### config.mk
export PLATFORM = sky130hd
export DESIGN_NAME = fixed_point_add_arbiter
export DESIGN_NICKNAME = d
export VERILOG_FILES = /design/src/rtl/fixed_point_add_arbiter_pkg.sv /design/src/rtl/fixed_point_rr_arbiter.sv /design/src/rtl/fixed_point_add_arbiter.sv
export SDC_FILE = /design/constraint.sdc
export NUM_CORES = 1
export LEC_CHECK = 0
export BUFFER_PORTS_ARGS = -buffer_cell sky130_fd_sc_hd__buf_2
export CORE_ASPECT_RATIO = 0.8
export CORE_MARGIN = 2
export CORE_UTILIZATION = 48
export CTS_CLUSTER_SIZE = 28
export DETAILED_ROUTE_END_ITERATION = 7
export HOLD_SLACK_MARGIN = 0.02
export PLACE_DENSITY = 0.83
export SETUP_SLACK_MARGIN = 0.05
export SLEW_MARGIN = 30
export SYNTH_ARGS = -nofsm -noshare
export SYNTH_HDL_FRONTEND = slang
export SYNTH_SLANG_ARGS = --single-unit
export TNS_END_PERCENT = 20
### constraint.sdc
create_clock -name clk -period 8.6 [get_ports clk]
set_input_delay 1.72 -clock clk [delete_from_list [all_inputs] [get_ports clk]]
set_output_delay 1.72 -clock clk [all_outputs]
set_load 0.03 [all_outputs]
### src/rtl/fixed_point_add_arbiter_pkg.sv
// Shared fixed-point types, limits and the adder datapath used by the
// arbitrated add unit (and reusable by other fixed-point arbiters).
package fixed_point_add_arbiter_pkg;

  localparam int FIXED_POINT_W = 32;

  // 32-bit two's-complement fixed-point word.
  typedef logic signed [FIXED_POINT_W-1:0] fixed_point_t;

  localparam fixed_point_t FIXED_POINT_MAX = 32'sh7FFF_FFFF;
  localparam fixed_point_t FIXED_POINT_MIN = 32'sh8000_0000;

  // Raw adder output: wrapped sum plus the signed-overflow flag.
  typedef struct packed {
    fixed_point_t sum;
    logic         overflow;
  } add_result_t;

  // Output register occupancy.
  typedef enum logic {
    OUT_EMPTY = 1'b0,
    OUT_FULL  = 1'b1
  } out_state_t;

  // Two's-complement add; overflow when both operands share a sign and the
  // sum's sign differs from it.
  function automatic add_result_t fixed_point_add(input fixed_point_t a,
                                                  input fixed_point_t b);
    add_result_t r;
    r.sum      = a + b;
    r.overflow = (a[FIXED_POINT_W-1] == b[FIXED_POINT_W-1]) &&
                 (r.sum[FIXED_POINT_W-1] != a[FIXED_POINT_W-1]);
    return r;
  endfunction

  // Clamp toward the side the true sum lies on; op1's sign identifies it
  // because overflow only happens when both operands share that sign.
  function automatic fixed_point_t fixed_point_saturate(input fixed_point_t sum,
                                                        input logic         overflow,
                                                        input fixed_point_t op1);
    fixed_point_t r;
    r = sum;
    if (overflow) begin
      r = op1[FIXED_POINT_W-1] ? FIXED_POINT_MIN : FIXED_POINT_MAX;
    end
    return r;
  endfunction

endpackage

### src/rtl/fixed_point_rr_arbiter.sv
// Combinational round-robin arbiter: the search starts one past the last
// grant and wraps, so the most recently served requester has lowest priority.
module fixed_point_rr_arbiter #(
  parameter int NUM_REQ = 4,
  parameter int ID_W    = $clog2(NUM_REQ)
) (
  input  logic [NUM_REQ-1:0] req,
  input  logic [ID_W-1:0]    last_grant,
  output logic [NUM_REQ-1:0] grant,
  output logic [ID_W-1:0]    grant_idx,
  output logic               any_grant
);

  // cand_idx[k] is the requester examined at priority position k (0 = highest).
  logic [ID_W-1:0] cand_idx [NUM_REQ];

  genvar gi;
  generate
    for (gi = 0; gi < NUM_REQ; gi++) begin : g_cand
      assign cand_idx[gi] = ID_W'((int'(last_grant) + gi + 1) % NUM_REQ);
    end
  endgenerate

  // Walk from lowest to highest priority so the highest-priority hit is
  // the last one written.
  always_comb begin
    grant     = '0;
    grant_idx = '0;
    any_grant = 1'b0;
    for (int k = NUM_REQ - 1; k >= 0; k--) begin
      if (req[cand_idx[k]]) begin
        grant              = '0;
        grant[cand_idx[k]] = 1'b1;
        grant_idx          = cand_idx[k];
        any_grant          = 1'b1;
      end
    end
  end

endmodule

### src/rtl/fixed_point_add_arbiter.sv
// Shares one fixed-point adder between NUM_REQ requesters. Round-robin
// arbitration feeds a single registered response channel carrying the owner
// ID, the raw overflow flag and an optionally saturated sum, plus a
// saturating count of overflowing adds.
module fixed_point_add_arbiter
  import fixed_point_add_arbiter_pkg::*;
#(
  parameter int NUM_REQ   = 4,
  parameter int ID_W      = $clog2(NUM_REQ),
  parameter int SATURATE  = 1,
  parameter int OVF_CNT_W = 16
) (
  input  logic                 clk,
  input  logic                 rst,
  input  logic [NUM_REQ-1:0]   req_valid,
  output logic [NUM_REQ-1:0]   req_ready,
  input  fixed_point_t         req_op1 [NUM_REQ],
  input  fixed_point_t         req_op2 [NUM_REQ],
  output logic                 resp_valid,
  input  logic                 resp_ready,
  output logic [ID_W-1:0]      resp_id,
  output fixed_point_t         resp_result,
  output logic                 resp_overflow,
  output logic [OVF_CNT_W-1:0] ovf_count,
  input  logic                 ovf_clear
);

  localparam logic [OVF_CNT_W-1:0] OVF_CNT_MAX = '1;

  out_state_t      state;
  logic [ID_W-1:0] last_grant;

  logic [NUM_REQ-1:0] grant;
  logic [ID_W-1:0]    grant_idx;
  logic               any_grant;
  logic               accept;
  logic               fire;

  fixed_point_t op1_sel;
  fixed_point_t op2_sel;
  add_result_t  add_res;
  fixed_point_t result_next;

  fixed_point_rr_arbiter #(
    .NUM_REQ (NUM_REQ),
    .ID_W    (ID_W)
  ) u_arb (
    .req        (req_valid),
    .last_grant (last_grant),
    .grant      (grant),
    .grant_idx  (grant_idx),
    .any_grant  (any_grant)
  );

  // The output register can take a new result when empty or being drained.
  assign accept = (state == OUT_EMPTY) | resp_ready;
  assign fire   = accept & any_grant;

  genvar gi;
  generate
    for (gi = 0; gi < NUM_REQ; gi++) begin : g_ready
      assign req_ready[gi] = accept & grant[gi] & req_valid[gi];
    end
  endgenerate

  assign op1_sel     = req_op1[grant_idx];
  assign op2_sel     = req_op2[grant_idx];
  assign add_res     = fixed_point_add(op1_sel, op2_sel);
  assign result_next = (SATURATE != 0)
                     ? fixed_point_saturate(add_res.sum, add_res.overflow, op1_sel)
                     : add_res.sum;

  assign resp_valid = (state == OUT_FULL);

  // Output register FSM: load on every handshake (pass-through when draining),
  // otherwise empty once the consumer takes the held response.
  always_ff @(posedge clk or posedge rst) begin
    if (rst) begin
      state         <= OUT_EMPTY;
      last_grant    <= ID_W'(NUM_REQ - 1);
      resp_id       <= '0;
      resp_result   <= '0;
      resp_overflow <= 1'b0;
    end else begin
      case (state)
        OUT_EMPTY: begin
          if (fire) begin
            state         <= OUT_FULL;
            last_grant    <= grant_idx;
            resp_id       <= grant_idx;
            resp_result   <= result_next;
            resp_overflow <= add_res.overflow;
          end
        end
        OUT_FULL: begin
          if (fire) begin
            last_grant    <= grant_idx;
            resp_id       <= grant_idx;
            resp_result   <= result_next;
            resp_overflow <= add_res.overflow;
          end else if (resp_ready) begin
            state <= OUT_EMPTY;
          end
        end
        default: state <= OUT_EMPTY;
      endcase
    end
  end

  // Overflow event counter: clear wins over a same-cycle overflow; sticks at max.
  always_ff @(posedge clk or posedge rst) begin
    if (rst) begin
      ovf_count <= '0;
    end else if (ovf_clear) begin
      ovf_count <= '0;
    end else if (fire && add_res.overflow && (ovf_count != OVF_CNT_MAX)) begin
      ovf_count <= ovf_count + 1'b1;
    end
  end

endmodule

# Yosys cells after proc, flatten, opt, wreduce, memory -nomap -nowiden
# Index checks and enable logic that the tools add are counted.
[word_totals]
rom_bits = 0
mem_count = 0
latchBits = 0
wordCells = 91
mem_bits_rw = 0
regBits = 54
[op_classes]
reduce_logical = 8
n_mux = 45
bitwise_logic = 12
n_eq_ne = 3
addsub = 8
magnitude_cmp = 9
div_mod_pow = 0
shifts = 0
multipliers = 0
[ops]
columns = ["cell", "count"]
rows = [
  ["$mux 32", 7],
  ["$bmux 32 s2", 2],
  ["$add 32x32->32", 1],
  ["$mux 16", 2],
  ["$add 16x1->16 const B", 1],
  ["$mux 1", 16],
  ["$mux 4", 4],
  ["$ne 16x16->1 const B", 1],
  ["$lt 2x3->1 const B", 4],
  ["$add 2x2->2 const B", 5],
  ["$mux 2", 5],
  ["$and 1x1->1", 9],
  ["$bmux 1 s2", 4],
  ["$demux 1 s2", 4],
  ["$ge 2x1->1 const B", 4],
  ["$logic_and 1x1->1", 7],
  ["$ge 3x3->1 const B", 1],
  ["$not 2->3", 1],
  ["$add 2x1->2 const B", 1],
  ["$pmux 1 s2", 1],
  ["$reduce_bool 2->1", 1],
  ["$eq 1x1->1", 1],
  ["$ne 1x1->1", 1],
  ["$not 1->1", 1],
  ["$or 1x1->1", 1],
]

# Depth between registers and ports, before layout
[logic_depth]
depth_word = 19
depth_mapped = 27
depth_no_buf = 20

# Modules after synthesis
# A second synthesis with hierarchy kept.
[hier_totals]
hier_cells = 678
hier_area_um2 = 6408.6
[by_module_without_submodules]
columns = ["mod", "cells_per_inst", "area_each_um2", "instances", "seq_area_each_um2"]
rows = [
  ["fixed_point_add_arbiter", 603, 5821.8, 1, 1353.8],
  ["fixed_point_rr_arbiter", 75, 586.8, 1, 0.0],
]

# Worst setup path before layout
# Ideal clock, no wire load.
[synth_path]
path_kind = "input to register"
from = "input req_valid[1]"
to = "register ovf_count[12]"
setup_time_ps = 78
required_ps = 8522
cell_stages = 21
slack_ps = 2019
arrival_time_ps = 6503
cell_sequence = "mux4_1 > nor2b_2 > o211ai_2 > o21a_2 > clkbuf_1 > clkbuf_1 > clkbuf_1 > nand2_1 > a31oi_1 > ha_1 > clkbuf_1 > a211oi_2 > o21ai_1 > a221o_1 > a21o_1 > a211oi_4 > o311ai_4 > and2_1 > buf_6 > or4_1 > a21oi_1"
[synth_via]
elab_chain_len = 16
elab_cells_between_ends = 31
[synth_lines]
columns = ["element", "line", "source"]
rows = [
  ["from (decl)", "fixed_point_add_arbiter.sv:15", "input logic [NUM_REQ-1:0] req_valid,"],
  ["$bmux 1 s2", "fixed_point_rr_arbiter.sv:31", "if (req[cand_idx[k]]) begin"],
  ["$mux 1 (implied by the code)", "fixed_point_rr_arbiter.sv:31", ""],
  ["$mux 2 (4 in a row)", "fixed_point_rr_arbiter.sv:31", ""],
  ["$not 2->3 (implied by the code)", "fixed_point_add_arbiter.sv:66, fixed_point_add_arbiter.sv:67", ""],
  ["$bmux 32 s2, on equally long branches", "fixed_point_add_arbiter.sv:66, fixed_point_add_arbiter.sv:67", ""],
  ["$mux 32, on equally long branches (2 in a row)", "fixed_point_add_arbiter.sv:66, fixed_point_add_arbiter.sv:67", ""],
  ["$add 32x32->32", "fixed_point_add_arbiter_pkg.sv:30", "r.sum = a + b;"],
  ["$ne 1x1->1", "fixed_point_add_arbiter_pkg.sv:32", "(r.sum[FIXED_POINT_W-1] != a[FIXED_POINT_W-1]);"],
  ["$logic_and 1x1->1", "fixed_point_add_arbiter_pkg.sv:31", "r.overflow = (a[FIXED_POINT_W-1] == b[FIXED_POINT_W-1]) &&"],
  ["$logic_and 1x1->1 (*) (2 in a row)", "fixed_point_add_arbiter.sv:116", "end else if (fire && add_res.overflow && (ovf_count != OVF_CNT_MAX)) begin"],
  ["$reduce_bool 2->1 (no line) (*)", "n/a", ""],
  ["to (signal assigned)", "fixed_point_add_arbiter.sv:117", "ovf_count <= ovf_count + 1'b1;"],
  ["to (decl)", "fixed_point_add_arbiter.sv:24", "output logic [OVF_CNT_W-1:0] ovf_count,"],
]
# Mark *: on every way between the ends. The rest lies on a longest branch, timed or not. The select of a mux whose other input is x is not followed.
# A chain may end at the register's enable or synchronous reset.

# Final worst setup path
[layout_path]
from = "register last_grant[0]"
to = "register resp_result[9]"
[layout_via]
elab_chain_len = 17
elab_cells_between_ends = 37
[layout_lines]
columns = ["element", "line", "source"]
rows = [
  ["from (decl)", "fixed_point_add_arbiter.sv:31", "logic [ID_W-1:0] last_grant;"],
  ["from (signal assigned)", "fixed_point_add_arbiter.sv:80", "last_grant <= ID_W'(NUM_REQ - 1);"],
  ["from (signal assigned)", "fixed_point_add_arbiter.sv:89", "last_grant <= grant_idx;"],
  ["from (signal assigned)", "fixed_point_add_arbiter.sv:97", "last_grant <= grant_idx;"],
  ["$add 2x2->2 (2 in a row)", "fixed_point_rr_arbiter.sv:20", "assign cand_idx[gi] = ID_W'((int'(last_grant) + gi + 1) % NUM_REQ);"],
  ["$bmux 1 s2", "fixed_point_rr_arbiter.sv:31", ""],
  ["$mux 1 (implied by the code)", "fixed_point_rr_arbiter.sv:31", ""],
  ["$mux 2 (4 in a row)", "fixed_point_rr_arbiter.sv:31", ""],
  ["$not 2->3 (implied by the code)", "fixed_point_add_arbiter.sv:66, fixed_point_add_arbiter.sv:67", ""],
  ["$bmux 32 s2, on equally long branches", "fixed_point_add_arbiter.sv:66, fixed_point_add_arbiter.sv:67", ""],
  ["$mux 32, on equally long branches (2 in a row)", "fixed_point_add_arbiter.sv:66, fixed_point_add_arbiter.sv:67", ""],
  ["$add 32x32->32", "fixed_point_add_arbiter_pkg.sv:30", ""],
  ["$ne 1x1->1", "fixed_point_add_arbiter_pkg.sv:32", ""],
  ["$logic_and 1x1->1", "fixed_point_add_arbiter_pkg.sv:31", ""],
  ["$mux 32", "fixed_point_add_arbiter_pkg.sv:43", "if (overflow) begin"],
  ["$mux 32", "fixed_point_add_arbiter.sv:87, fixed_point_add_arbiter.sv:96", ""],
  ["to (signal assigned)", "fixed_point_add_arbiter.sv:91", "resp_result <= result_next;"],
  ["to (signal assigned)", "fixed_point_add_arbiter.sv:99", "resp_result <= result_next;"],
  ["to (decl)", "fixed_point_add_arbiter.sv:22", "output fixed_point_t resp_result,"],
]
# Parallel ways exist; a longest one is shown, timed or not. The select of a mux whose other input is x is not followed.

==> flow_metrics.py <==
metrics = {
    "floorplanning": {
        "core-area_um2": 13500,
        "chipHeight_um": 108,
        "die_area_um2": 14600,
        "die_w_um": 134,
        "rows": 38,
        "initial_core_util": 0.486,
        "pin_count": 320,
    },
    "cts": {
        "htreeDepth": 2,
        "root_buffer": "clkbuf_16",
        "cts.sinks": 54,
        "clk_pin_slew_worst_paths_ns": 0.07,
        "cts_tree": "yes",
        "postCtsSetupBuffers": 0,
        "clk_latency_ns": 0.30,
        "ctsHoldBuffers": 0,
        "cts_made_buffers": 5,
        "clock_path_buffers": 2,
        "cts_resized": 0,
    },
    "grt": {
        "grt_max_degree": 87,
        "grt_overflow": 0,
        "antenna_found_initial": 1,
        "grt_pass1_wl_um": 34300,
        "grt_use_total": 0.289,
        "grt_pass1_vias": 7088,
    },
    "yosys": {
        "synth_adder_area_share": 0.0796,
        "synthesis.area_um2": 6540,
        "synth_nets": 1202,
        "synthMuxAreaShare": 0.0381,
        "synth_area_leaders": "dfrtp_1, nand2_1, a211oi_1",
        "synthDistinctLibCells": 72,
        "syn_inst": 897,
        "synth_compound_area_frac": 0.308,
        "synth_edf_count": 0,
        "avgSynthCellArea_um2": 7.29,
        "yosys.area_share.xor_xnor": 0.0429,
        "async_reset_ff_frac": 1.00,
        "synth-simple-area-share": 0.278,
        "synth_top_family_by_area": "compound AO/OA/AOI/OAI gates",
        "synth_warnings": 0,
        "yosysSeqAreaShare": 0.207,
        "dominantRegCellSynth": "dfrtp_1",
        "yosysTopAreaCellShare": 0.199,
        "ys_ff_latch": 54,
        "synth_area_leader_cell": "dfrtp_1",
    },
    "sta": {
        "setup_violations": 0,
        "finalCriticalPeriod_ns": 7.45,
        "tns_ns": 0,
        "worst_pin_slew_ns": 0.943,
        "min_period_over_period": 0.866,
        "layout_setup_ws_ns": 1.15,
        "fmax_mhz": 134,
        "maxSlewHeadroom": 0.371,
        "hold_viol_final": 0,
        "maxSlewViolCount": 0,
        "rsz0062_at_grt": "false",
        "fin_skew_ns": 0.0110,
    },
    "detailed_routing": {
        "drtIter0Drc": 460,
        "drc": 0,
        "vias_per_cell": 5.67,
        "antenna_left": 0,
        "wl_um": 21600,
        "wl_per_cell_um": 16.0,
        "drt_pass1_iterations": 5,
        "num_vias": 7667,
    },
    "placement": {
        "place_congestion": 0.926,
        "dpl.hpwl_um": 17300,
        "post-place-ws_ns": 0.932,
        "io_buffers": 319,
    },
    "critical_path": {
        "start_kind": "flop",
        "cp.arrival_ns": 7.63,
        "crit_path_end_kind": "flop",
        "critPathRequiredTime_ns": 8.78,
        "worstPathMaxFanout": 86,
        "worstSetupPathType": "reg -> reg",
        "critPathLaunch": "last_grant[0]",
        "rr_worst_depth": 19,
        "endpoint": "resp_result[9]",
        "reg2reg_setup_slack_ns": 1.15,
        "r2r_end": "resp_result[9]",
        "r2r_start": "last_grant[0]",
    },
    "job": {
        "timing.max_cap.violations": 0,
    },
    "status": {
        "status": "finished clean",
    },
    "layout": {
        "area_growth_pct": 28.6,
        "drive_gt1_frac": 0.315,
        "nNetsFinal": 1476,
        "layout_common_cells": "buf_2, nand2_1, nor2_1, a211oi_1, a31oi_1",
        "mostFrequentLayoutCell": "buf_2",
        "fillers": 1284,
    },
    "hold_path": {
        "min_path_type": "reg -> reg",
        "min_from": "resp_id[1]",
    },
}
[Yosys cell counts (2+ instances only)]
| library cell | count |
|---|---|
| mux2_2 | 4 |
| nand2b_1 | 7 |
| o2111ai_1 | 3 |
| xnor2_1 | 19 |
| buf_6 | 3 |
| dfstp_2 | 2 |
| a211oi_1 | 72 |
| a31oi_1 | 67 |
| o31ai_1 | 4 |
| nand3_1 | 20 |
| nor2b_1 | 13 |
| a21o_1 | 11 |
| nor4_1 | 2 |
| a211oi_2 | 2 |
| ha_1 | 40 |
| o21a_1 | 2 |
| o211ai_2 | 2 |
| o21ai_0 | 27 |
| buf_1 | 8 |
| inv_1 | 8 |
| dfrtp_1 | 52 |
| nand2_1 | 155 |
| mux2i_1 | 11 |
| o221a_2 | 2 |
| xor2_1 | 13 |
| clkbuf_1 | 49 |
| o21bai_1 | 4 |
| a22oi_1 | 2 |
| nand4_1 | 5 |
| a21oi_1 | 56 |
| nor3_1 | 6 |
| or3_1 | 4 |
| mux2_1 | 2 |
| nor2_1 | 86 |
| mux4_2 | 2 |
| a221o_1 | 5 |
| buf_4 | 2 |
| o22ai_1 | 4 |
| and2_0 | 20 |
| and3_1 | 14 |
| o211ai_1 | 4 |
| buf_2 | 3 |
| and2_1 | 48 |
| a2111oi_2 | 3 |
| a41oi_1 | 2 |
[stage by stage]
step                instance area, um2  cells  hold WS, ns   util
global route                      8410   1353        0.516  0.625
global placement                  8230   1344        0.461  0.612
finish                            8410   1353        0.481  0.625
floorplan                         6540    897        0.513      -
CTS                               8400   1352        0.483  0.625
detailed placement                8230   1344        0.467  0.612
[metal layers]
metal	GRT usage	vias up	wire [um]
met1	0.391	3503	9470
met2	0.489	310	10200
met3	0.0277	39	1380
met4	0.0917	0	575
met5	0	-	0
li1	-	3815	-
[worst min path at each step]
| stage | cells after the start | slack (ns) | end |
|---|---|---|---|
| after floorplan | 2 | 0.51 | last_grant[1] |
| after global placement | 2 | 0.46 | resp_id[1] |
| after detailed placement | 2 | 0.47 | resp_id[1] |
| after CTS | 2 | 0.48 | resp_id[1] |
| after global routing | 2 | 0.52 | resp_result[21] |
| final | 2 | 0.48 | resp_id[1] |
[worst max-delay path, stage by stage, from the launching register on]
cell and delay [ns]:
dfstp_2 0.80, inv_1 0.25, ha_1 0.53, mux2i_1 0.32, mux2i_1 0.32, a21oi_1 0.44
o21a_4 0.67, buf_4 0.31, nand2_1 0.08, a31oi_1 0.29, ha_1 0.31, a211oi_1 0.22
nor2_1 0.11, o31ai_1 0.42, a211oi_1 0.21, a211oi_4 0.35, nand2b_1 0.49, nand2_1 0.67
a21oi_1 0.37, nor2_1 0.07
[layout make-up]
| class | instances | area [um2] | area share |
|---|---|---|---|
| Inverter | 8 | 30.0 | 0.00357 |
| Timing Repair Buffer | 332 | 1720 | 0.204 |
| Multi-Input combinational cell | 770 | 4900 | 0.583 |
| Sequential cell | 54 | 1350 | 0.161 |
| Tap cell | 180 | 225 | 0.0268 |
| Antenna cell | 1 | 2.50 | 0.000298 |
| Clock inverter | 3 | 48.8 | 0.00580 |
| Clock buffer | 5 | 125 | 0.0149 |
[flip-flops by register name, indices dropped and copies added, names as in the netlist]
name and count:
resp_valid 1, resp_result 32, ovf_count 16, resp_overflow 1
resp_id 2, last_grant 2
[cell families (layout without fill, tap and decap cells)]
group,after synthesis,in the layout
other,0,1
multiplexers,20,20
XOR/XNOR,32,32
AND/OR/NAND/NOR,389,389
adder cells (fa/ha/maj),41,41
flip-flops,54,54
AO/OA/AOI/OAI,288,288
buffers and inverters,73,348
Power is not shown: default switching activity piles up to over one toggle a cycle in this logic, so the estimate is an artifact.
